### src/rtl/alu_mdu.sv
// EX-stage integer unit: single-cycle base ops plus iterative RV32M multiply/divide.
// Sits behind valid/ready handshakes on both the request and the result side.
module alu_mdu #(
  parameter int XLEN = 32,
  parameter int SHW  = $clog2(XLEN)
) (
  input  logic            clk,
  input  logic            rst_n,
  input  logic            InValid,
  output logic            InReady,
  input  logic [XLEN-1:0] Operand1,
  input  logic [XLEN-1:0] Operand2,
  input  logic [4:0]      AluOp,
  input  logic            Flush,
  output logic            OutValid,
  input  logic            OutReady,
  output logic [XLEN-1:0] AluOut,
  output logic            IllegalOp
);
  typedef enum logic [1:0] {S_IDLE, S_MUL, S_DIV, S_DONE} state_e;
  localparam int CW = $clog2(XLEN);
  localparam logic [XLEN-1:0] MOST_NEG = {1'b1, {(XLEN-1){1'b0}}};

  state_e            state_q;
  logic              in_ready_q, out_valid_q, illegal_q;
  logic [XLEN-1:0]   alu_out_q;
  logic [1:0]        op_q;
  logic              sign1_q, sign2_q;
  logic [CW-1:0]     count_q;
  logic [2*XLEN-1:0] acc_q, mcand_q;
  logic [XLEN-1:0]   mplier_q;

  logic            is_mul, is_div, op1_signed, op2_signed, sign1_d, sign2_d;
  logic [XLEN-1:0] mag1_d, mag2_d, div_special;
  logic            div_zero, div_ovf, base_ill;
  logic [XLEN-1:0] base_res;
  logic [SHW-1:0]  shamt;

  assign is_mul     = (AluOp[4:2] == 3'b100);
  assign is_div     = (AluOp[4:2] == 3'b101);
  // MUL/MULH: s*s, MULHSU: s*u, MULHU: u*u; DIV/REM signed, DIVU/REMU unsigned
  assign op1_signed = is_mul ? (AluOp[1:0] != 2'b11) : (is_div && !AluOp[0]);
  assign op2_signed = is_mul ? !AluOp[1] : (is_div && !AluOp[0]);
  assign sign1_d    = op1_signed & Operand1[XLEN-1];
  assign sign2_d    = op2_signed & Operand2[XLEN-1];
  assign mag1_d     = sign1_d ? -Operand1 : Operand1;
  assign mag2_d     = sign2_d ? -Operand2 : Operand2;
  assign div_zero   = (Operand2 == '0);
  assign div_ovf    = !AluOp[0] && (Operand1 == MOST_NEG) && (Operand2 == '1);
  assign div_special = div_zero ? (AluOp[1] ? Operand1 : '1)
                                : (AluOp[1] ? '0 : Operand1);
  assign shamt      = Operand2[SHW-1:0];

  always_comb begin
    base_res = '0;
    base_ill = 1'b0;
    case (AluOp)
      5'd0:    base_res = Operand1 << shamt;
      5'd1:    base_res = Operand1 >> shamt;
      5'd2:    base_res = $signed(Operand1) >>> shamt;
      5'd3:    base_res = Operand1 + Operand2;
      5'd4:    base_res = Operand1 - Operand2;
      5'd5:    base_res = Operand1 ^ Operand2;
      5'd6:    base_res = Operand1 | Operand2;
      5'd7:    base_res = Operand1 & Operand2;
      5'd8:    base_res = {{(XLEN-1){1'b0}}, ($signed(Operand1) < $signed(Operand2))};
      5'd9:    base_res = {{(XLEN-1){1'b0}}, (Operand1 < Operand2)};
      5'd10:   base_res = Operand2;
      default: base_ill = 1'b1;
    endcase
  end

  // acc_q holds the product for MUL; for DIV it is {remainder, dividend/quotient}
  logic [XLEN:0]     div_shift, div_sub;
  logic              div_ge;
  logic [2*XLEN-1:0] acc_step, prod_fix;
  logic [XLEN-1:0]   quo, rem, mul_res, div_res, fin_res;

  assign div_shift = acc_q[2*XLEN-1:XLEN-1];
  assign div_sub   = div_shift - {1'b0, mcand_q[XLEN-1:0]};
  assign div_ge    = ~div_sub[XLEN];
  assign acc_step  = (state_q == S_MUL)
                   ? acc_q + (mplier_q[0] ? mcand_q : '0)
                   : {(div_ge ? div_sub[XLEN-1:0] : div_shift[XLEN-1:0]), acc_q[XLEN-2:0], div_ge};

  // Final iteration folds in the sign fixup so the result lands XLEN cycles after accept
  assign prod_fix = (sign1_q ^ sign2_q) ? -acc_step : acc_step;
  assign mul_res  = (op_q == 2'b00) ? prod_fix[XLEN-1:0] : prod_fix[2*XLEN-1:XLEN];
  assign quo      = acc_step[XLEN-1:0];
  assign rem      = acc_step[2*XLEN-1:XLEN];
  assign div_res  = op_q[1] ? (sign1_q ? -rem : rem) : ((sign1_q ^ sign2_q) ? -quo : quo);
  assign fin_res  = (state_q == S_MUL) ? mul_res : div_res;

  always_ff @(posedge clk or negedge rst_n) begin
    if (!rst_n) begin
      state_q     <= S_IDLE;
      in_ready_q  <= 1'b0;
      out_valid_q <= 1'b0;
      illegal_q   <= 1'b0;
      alu_out_q   <= '0;
      op_q        <= '0;
      sign1_q     <= 1'b0;
      sign2_q     <= 1'b0;
      count_q     <= '0;
      acc_q       <= '0;
      mcand_q     <= '0;
      mplier_q    <= '0;
    end else if (Flush) begin
      state_q     <= S_IDLE;
      in_ready_q  <= 1'b1;
      out_valid_q <= 1'b0;
    end else begin
      case (state_q)
        S_IDLE: begin
          in_ready_q <= 1'b1;
          if (InValid && in_ready_q) begin
            in_ready_q <= 1'b0;
            op_q       <= AluOp[1:0];
            sign1_q    <= sign1_d;
            sign2_q    <= sign2_d;
            count_q    <= '0;
            if (is_mul) begin
              acc_q    <= '0;
              mcand_q  <= {{XLEN{1'b0}}, mag1_d};
              mplier_q <= mag2_d;
              state_q  <= S_MUL;
            end else if (is_div && (div_zero || div_ovf)) begin
              alu_out_q   <= div_special;
              illegal_q   <= 1'b0;
              out_valid_q <= 1'b1;
              state_q     <= S_DONE;
            end else if (is_div) begin
              acc_q   <= {{XLEN{1'b0}}, mag1_d};
              mcand_q <= {{XLEN{1'b0}}, mag2_d};
              state_q <= S_DIV;
            end else begin
              alu_out_q   <= base_ill ? '0 : base_res;
              illegal_q   <= base_ill;
              out_valid_q <= 1'b1;
              state_q     <= S_DONE;
            end
          end
        end
        S_MUL, S_DIV: begin
          acc_q   <= acc_step;
          count_q <= count_q + CW'(1);
          if (state_q == S_MUL) begin
            mcand_q  <= mcand_q << 1;
            mplier_q <= mplier_q >> 1;
          end
          if (count_q == CW'(XLEN-1)) begin
            alu_out_q   <= fin_res;
            illegal_q   <= 1'b0;
            out_valid_q <= 1'b1;
            state_q     <= S_DONE;
          end
        end
        S_DONE: begin
          if (OutReady) begin
            out_valid_q <= 1'b0;
            in_ready_q  <= 1'b1;
            state_q     <= S_IDLE;
          end
        end
        default: state_q <= S_IDLE;
      endcase
    end
  end

  assign InReady   = in_ready_q;
  assign OutValid  = out_valid_q;
  assign AluOut    = alu_out_q;
  assign IllegalOp = illegal_q;
endmodule

### config.mk
export PLATFORM = sky130hd
export DESIGN_NAME = alu_mdu
export DESIGN_NICKNAME = d
export VERILOG_FILES = /design/src/rtl/alu_mdu.sv
export SDC_FILE = /design/constraint.sdc
export NUM_CORES = 2
export LEC_CHECK = 0
export BUFFER_PORTS_ARGS = -buffer_cell sky130_fd_sc_hd__buf_2
export CELL_PAD_IN_SITES_DETAIL_PLACEMENT = 2
export CELL_PAD_IN_SITES_GLOBAL_PLACEMENT = 2
export CORE_UTILIZATION = 41
export DETAILED_ROUTE_END_ITERATION = 16
export HOLD_SLACK_MARGIN = 0.02
export PLACE_DENSITY = 0.89
export SYNTH_ARGS = -nofsm -noshare
export SYNTH_HDL_FRONTEND = slang
export SYNTH_SLANG_ARGS = --single-unit
### constraint.sdc
create_clock -name clk -period 7.4 [get_ports clk]
set_input_delay 1.48 -clock clk [delete_from_list [all_inputs] [get_ports clk]]
set_output_delay 1.48 -clock clk [all_outputs]
set_load 0.1 [all_outputs]
Yosys cells after proc, flatten, opt, wreduce, memory -nomap -nowiden. Cells that the tools add are included.

Register bits after elaboration: 206. Latch bits: 0. Bits in writable memories: 0. Bits in read-only memories: 0. Input port bits: 74. Output and inout bits: 35. Memories kept: 0.

$add $sub $neg: 10. Multiply operators: 0. Divide/modulo/power cells: 0. Magnitude comparators: 2. Equal/unequal tests: 32. Shifts and indexed selects: 3. Multiplexer cells: 68. Bitwise gates (word level): 8. Reductions and logical operators: 25.

Operators with widths (count): two-way mux 64 bit (12); two-way mux 32 bit (20); case mux 32 bit (11 select lines) (1); case mux 64 bit (2 select lines) (2); negation 32 bit (4); case mux 32 bit (2 select lines) (2); adder 64 bit (1); equality test 32 bit, second input constant (2); < comparator 32 bit (2); negation 64 bit (1); subtractor 33 x 32 -> 33 bit (1); adder 32 bit (1); AND 32 bit (1); logical NOT 32 bit (1); bitwise OR 32 bit (1); left shift 32 x 5 -> 32 bit (1); right shift 32 x 5 -> 32 bit (1); >>> shifter 32 x 5 -> 32 bit (1); subtractor 32 bit (1); bitwise XOR 32 bit (1); inequality test 3 bit, second input constant (7); equality test 5 x 3 -> 1 bit, second input constant (4); two-way mux 1 bit (20); equality test 5 x 4 -> 1 bit, second input constant (3); 31 further kinds (57).

Logic depth before layout (Yosys ltp).
Depth in word-level cells: 10. Depth in mapped cells: 22.

Worst setup path after synthesis. No wires, ideal clock.

Kind: input-to-reg. Start point: in Operand2[1]. End point: reg alu_out_q[29], in the netlist AluOut[29]. Data arrival time: 5.544 ns. Path slack: 1.723 ns. Cell stages on the path: 18. Path buffers: 3. Cells stage by stage: clkbuf_1 clkbuf_1 buf_1 inv_1 ha_1 or4b_2 nor4_1 nand4_1 o21ai_0 nand2_1 nand3_1 nand2_1 a2111oi_0 a21bo_2 and2_1 o2111a_1 nor4_1 nor2_1.

Longest elaborated chain between the ends: 8. Elaborated cells between the ends (all ways): 20. Those cells by class: 2 x add/sub; 2 x eq/ne; 3 x shift; 8 x mux; 5 x reduce/logical.

Ends and longest elaborated chain: start: declaration (RTL line 12) `input logic [XLEN-1:0] Operand2,`; subtractor 32 bit, or another cell as far along (RTL line 62) `5'd4: base_res = Operand1 - Operand2;`; case mux 32 bit (11 select lines) or logical AND 1 bit (tied branches) (RTL line 57, 49); two-way mux 32 bit or logical OR 1 bit (tied branches) (RTL line 137, 127); two-way mux 32 bit or logical AND 1 bit (tied branches) (RTL line 132, 127); two-way mux 32 bit (RTL line 127) `end else if (is_div && (div_zero || div_ovf)) begin`; two-way mux 32 bit (RTL line 122) `if (is_mul) begin`; two-way mux 32 bit (RTL line 116) `if (InValid && in_ready_q) begin`; case mux 32 bit (2 select lines) (RTL line 113) `case (state_q)`; end signal: assignment (RTL line 128) `alu_out_q <= div_special;`; end signal: assignment (RTL line 137) `alu_out_q <= base_ill ? '0 : base_res;`; end signal: assignment (RTL line 152) `alu_out_q <= fin_res;`; end: declaration (RTL line 26) `logic [XLEN-1:0] alu_out_q;`.

Several ways; a longest one is shown, not always the timed one. The select of a mux whose other input is x is not followed. A chain may end at the register's enable or synchronous reset.

Worst setup path in the final report.
Start point: reg mplier_q[0]. End point: reg alu_out_q[28], in the netlist AluOut[28].

Longest elaborated chain between the ends: 9. Elaborated cells between the ends (all ways): 14. Those cells by class: 4 x add/sub; 10 x mux.

Ends and longest elaborated chain: start: declaration (RTL line 31) `logic [XLEN-1:0] mplier_q;`; start signal: assignment (RTL line 125) `mplier_q <= mag2_d;`; start signal: assignment (RTL line 149) `mplier_q <= mplier_q >> 1;`; two-way mux 64 bit (*) (RTL line 83) `? acc_q + (mplier_q[0] ? mcand_q : '0)`; adder 64 bit (*) (RTL line 83); two-way mux 64 bit (*) (RTL line 83); negation 64 bit or negation 32 bit (tied branches) (RTL line 87, 91); two-way mux 64 bit or two-way mux 32 bit (tied branches) (RTL line 87, 91); two-way mux 32 bit (on tied branches) (RTL line 88, 91); two-way mux 32 bit (*) (RTL line 92) `assign fin_res = (state_q == S_MUL) ? mul_res : div_res;`; two-way mux 32 bit (*) (RTL line 151) `if (count_q == CW'(XLEN-1)) begin`; case mux 32 bit (2 select lines) (*) (RTL line 113).

Every way passes the cells marked *; elsewhere a longest branch is shown, timed or not. The select of a mux whose other input is x is not followed.

==> impl_summary.txt <==
----------------------------------------------------
[STA]
  Tcrit/Tclk final ... 98.5%
  Number of setup violations in the final report ... 0
  Transition time of the tightest slew-check pin ... 1.68 ns
  Highest Clock Rate ... 137 MHz
  Rel. slew slack ... -12.9%
  Clock skew after layout ... 0.0262 ns
  Number of max-slew violations in the final report ... 5
  Endpoints failing hold ... 0
  Setup Total Neg Slack ... 0 ns
  Time the final worst path needs with I/O delays and setup ... 7.29 ns
  RSZ-0062 raised after global routing ... no

[Global routing]
  Grt total ovfl ... 0
  Total GRT Usage ... 52.1%
  Number of global-route vias before repair ... 41700
  Wire length of the first global-routing pass ... 300000 µm
  Pin count of the biggest net entering global routing ... 160
  Antenna violations before repair ... 16

[Critical path]
  Most frequent cell on the critical path ... sky130_fd_sc_hd__o21ai_0
  Cell Chain, Critical Path ... buf_4 -> and2_1 -> ha_1 -> a21oi_1 -> o21ai_0 -> a21oi_1 -> o21ai_0 -> a221oi_1 -> o21ai_0 -> xnor2_1 -> o32ai_1 -> and2_1 -> nand4_2 -> or4_1 -> and3_1 -> o41ai_2
  CP Data Required Time ... 7.89 ns
  Crit Path Class ... reg -> reg
  Maximum fanout count along the critical path ... 51
  Slowest library cell on the worst path ... sky130_fd_sc_hd__o32ai_1
  Startpoint Class ... register
  Worst endpoint data arrival time ... 7.78 ns
  Delay of the slowest cell on the worst path ... 1.03 ns
  Critical Path End Type ... register

[Routing]
  Routed WL ... 209000 µm
  Remaining antenna violation count ... 0
  Pre-Repair DR Iteration Count ... 6
  Number of DRC markers in iteration 0 ... 4932
  Drt drc ... 0
  Vias post-DR ... 40500
  Detailed-route wire length per cell ... 38.7 µm
  Post-DR vias/cell ... 7.49

[Final layout]
  Most frequent standard cell in the layout excluding fill and tap cells ... sky130_fd_sc_hd__nand2_1
  Highest-count cells in the layout ignoring fill and taps ... sky130_fd_sc_hd__nand2_1, sky130_fd_sc_hd__o21ai_0, sky130_fd_sc_hd__nor2_1, sky130_fd_sc_hd__a21oi_1, sky130_fd_sc_hd__dfrtp_1
  Post-route design area ... 33900 µm²
  Post-Layout Cell Count ... 5415
  Area growth from synthesis to layout ... 6.84%
  Net count reported at finish ... 4643
  Multi-input gate area in the final layout ... 24700 µm²
  # fillers ... 9014
  Sequential Area ... 5150 µm²
  Proportion of layout cells with a drive suffix above 1 ... 9.44%

[Placed design]
  Routability Congestion ... 1.08
  Post-DP HPWL ... 158000 µm
  Total instance count after detailed placement ... 5364
  Post-detailed-placement cell area ... 33100 µm²
  Port Buffers ... 108

[Logic synthesis]
  Synthesized-area fraction occupied by adder cells ... 8.25%
  Synthesized Nets ... 4749
  Synthesized instance count ... 4468
  Sequential cell area fraction in the yosys report ... 16.2%
  Share of synthesized registers carrying an async set or reset ... 100%
  Avg Inst Size Synth ... 7.11 µm²
  Number of distinct library cells after synthesis ... 116
  Synthesized-area fraction occupied by and/or/nand/nor cells ... 24.0%
  Prevailing post-synth register cell ... sky130_fd_sc_hd__dfrtp_1
  Multiplexer share of the synthesized area ... 6.97%
  Compound-cell area share of the yosys netlist ... 33.2%
  Xor/xnor cell area share of the yosys netlist ... 5.02%
  Flip-flop and latch count after synthesis ... 206
  Number of warnings issued by yosys ... 0
  Dominant combinational cell family by area after synthesis ... compound AO/OA/AOI/OAI gates
  EDFF count, synth ... 0
  Post-synthesis instance area ... 31800 µm²

[Pwr]
  Total Power ... 18.3 mW
  Static leakage ... 13.7 nW
  Maximum vdd ir drop ... 0.308 mV
  Power density cells ... 538 nW/µm²

[CTS]
  Clock tree sinks ... 206
  Clock latency on the worst-skew pair ... 0.62 ns
  Post-CTS Repair Setup Buffers ... 0
  Clk pin slew, worst setup/hold paths ... 0.07 ns
  Clock tree from TritonCTS ... done
  Number of hold buffers added after CTS ... 0
  TritonCTS buffer count ... 25
  Master cell of the clock root buffer ... sky130_fd_sc_hd__clkbuf_16
  Post-CTS resize count ... 0
  H-tree depth ... 1
  Max clock buf depth ... 3

[Die]
  Core region area ... 76300 µm²
  Horizontal die dimension ... 280 µm
  Standard-cell row count ... 101
  Die Y-Extent ... 280 µm
  Starting utilization of the core area ... 41.6%
  Count of pins on the block boundary ... 109
  Floorplan die area ... 78600 µm²

[Run]
  Max Cap Viol ... 2

[Hold path]
  Hold Crit Class ... reg -> reg

[Outcome]
  Result of the run ... complete, but fails checks
  Violations in the final reports ... capacitance limit, slew limit

----------------------------------------------------
[stage by stage]
stage / util [%] / worst slack [ns] / hold slack (ns)
after floorplan: - / 1.72 / 0.448
after global placement: 43.4 / 0.732 / 0.461
after detailed placement: 43.4 / 0.544 / 0.483
after CTS: 44.4 / 0.413 / 0.511
after global routing: 44.4 / 0.0652 / 0.533
final: 44.4 / 0.109 / 0.506
[path summary, 6_finish.rpt]
path | from | to | slack (ns) | cells past startpoint
worst min register to register | mplier_q[27]$_DFFE_PN0P_ | mplier_q[27]$_DFFE_PN0P_ | 0.51 | 2
worst min-delay path | mplier_q[27]$_DFFE_PN0P_ | mplier_q[27]$_DFFE_PN0P_ | 0.51 | 2
min in group asynchronous | rst_n | mcand_q[6]$_DFFE_PN0P_ | 0.78 | 1
worst max-delay path | mplier_q[0]$_DFFE_PN0P_ | AluOut[28]$_DFFE_PN0P_ | 0.11 | 16
worst max register to register | mplier_q[0]$_DFFE_PN0P_ | AluOut[28]$_DFFE_PN0P_ | 0.11 | 16
max in group asynchronous | rst_n | AluOut[23]$_DFFE_PN0P_ | 5.22 | 2
[where the power goes]
part	switching, mW	internal, mW	leakage [nW]	total [mW]
logic	10.7	3.85	10.7	14.5
clock network	0.615	0.700	0.387	1.32
registers	0.804	1.63	2.61	2.43
total	12.1	6.18	13.7	18.3
[registers in the layout, indices dropped and copies added, names as in the netlist, 2 cells and up]
register	count
AluOut	32
count_q	5
acc_q	64
mplier_q	32
mcand_q	64
op_q	2
state_q	2
[Yosys cell counts, types with 39 or more instances]
cell type / instances / area, µm²
sky130_fd_sc_hd__dfrtp_1: 206 / 5150
sky130_fd_sc_hd__nand2_1: 505 / 1900
sky130_fd_sc_hd__a21o_1: 52 / 390
sky130_fd_sc_hd__o211ai_1: 60 / 450
sky130_fd_sc_hd__and2_1: 89 / 557
sky130_fd_sc_hd__nor2_1: 416 / 1560
sky130_fd_sc_hd__nand4_1: 78 / 488
sky130_fd_sc_hd__a21oi_1: 379 / 1900
sky130_fd_sc_hd__inv_1: 168 / 631
sky130_fd_sc_hd__nand3_1: 108 / 541
sky130_fd_sc_hd__xor2_1: 45 / 394
sky130_fd_sc_hd__mux2i_1: 93 / 931
sky130_fd_sc_hd__o31ai_1: 52 / 390
sky130_fd_sc_hd__nor3_1: 120 / 601
sky130_fd_sc_hd__o21ai_0: 416 / 2080
sky130_fd_sc_hd__a211oi_1: 94 / 706
sky130_fd_sc_hd__mux4_2: 44 / 991
sky130_fd_sc_hd__a31oi_1: 67 / 419
sky130_fd_sc_hd__xnor2_1: 137 / 1200
sky130_fd_sc_hd__clkbuf_1: 264 / 991
sky130_fd_sc_hd__ha_1: 203 / 2540
sky130_fd_sc_hd__o21a_1: 39 / 293
[per-layer routing]
| layer | global-route usage [%] | routed length, µm |
|---|---|---|
| met4 | 47.2 | 23100 |
| met2 | 78.8 | 88900 |
| met5 | 0 | 94 |
| met1 | 59.7 | 74400 |
| met3 | 14.5 | 22800 |
[layout make-up]
cell class | count | share of cell area, %
multi-input combinational | 3747 | 72.8
sequential | 206 | 15.2
timing repair buffer | 210 | 3.97
tap | 1030 | 3.80
clock buffer | 34 | 2.09
inverter | 172 | 1.90
clock inverter | 8 | 0.210
antenna | 8 | 0.0590
[critical path, delay by kind of cell (launching register included)]
kind	cells	cell delay (ns)
XOR/XNOR	1	0.37
adder cells (fa/ha/maj)	1	0.37
AND/OR/NAND/NOR	5	1.34
flip-flops	1	0.58
buffers and inverters	1	0.49
AO/OA/AOI/OAI	8	3.97
[cell families after synthesis]
| family | Yosys count |
|---|---|
| mux | 163 |
| xor+xnor | 182 |
| compound gates | 1602 |
| buf+inv | 515 |
| fa+ha+maj | 207 |
| simple gates | 1593 |
| flops | 206 |
(Power assumes the default switching activity.)
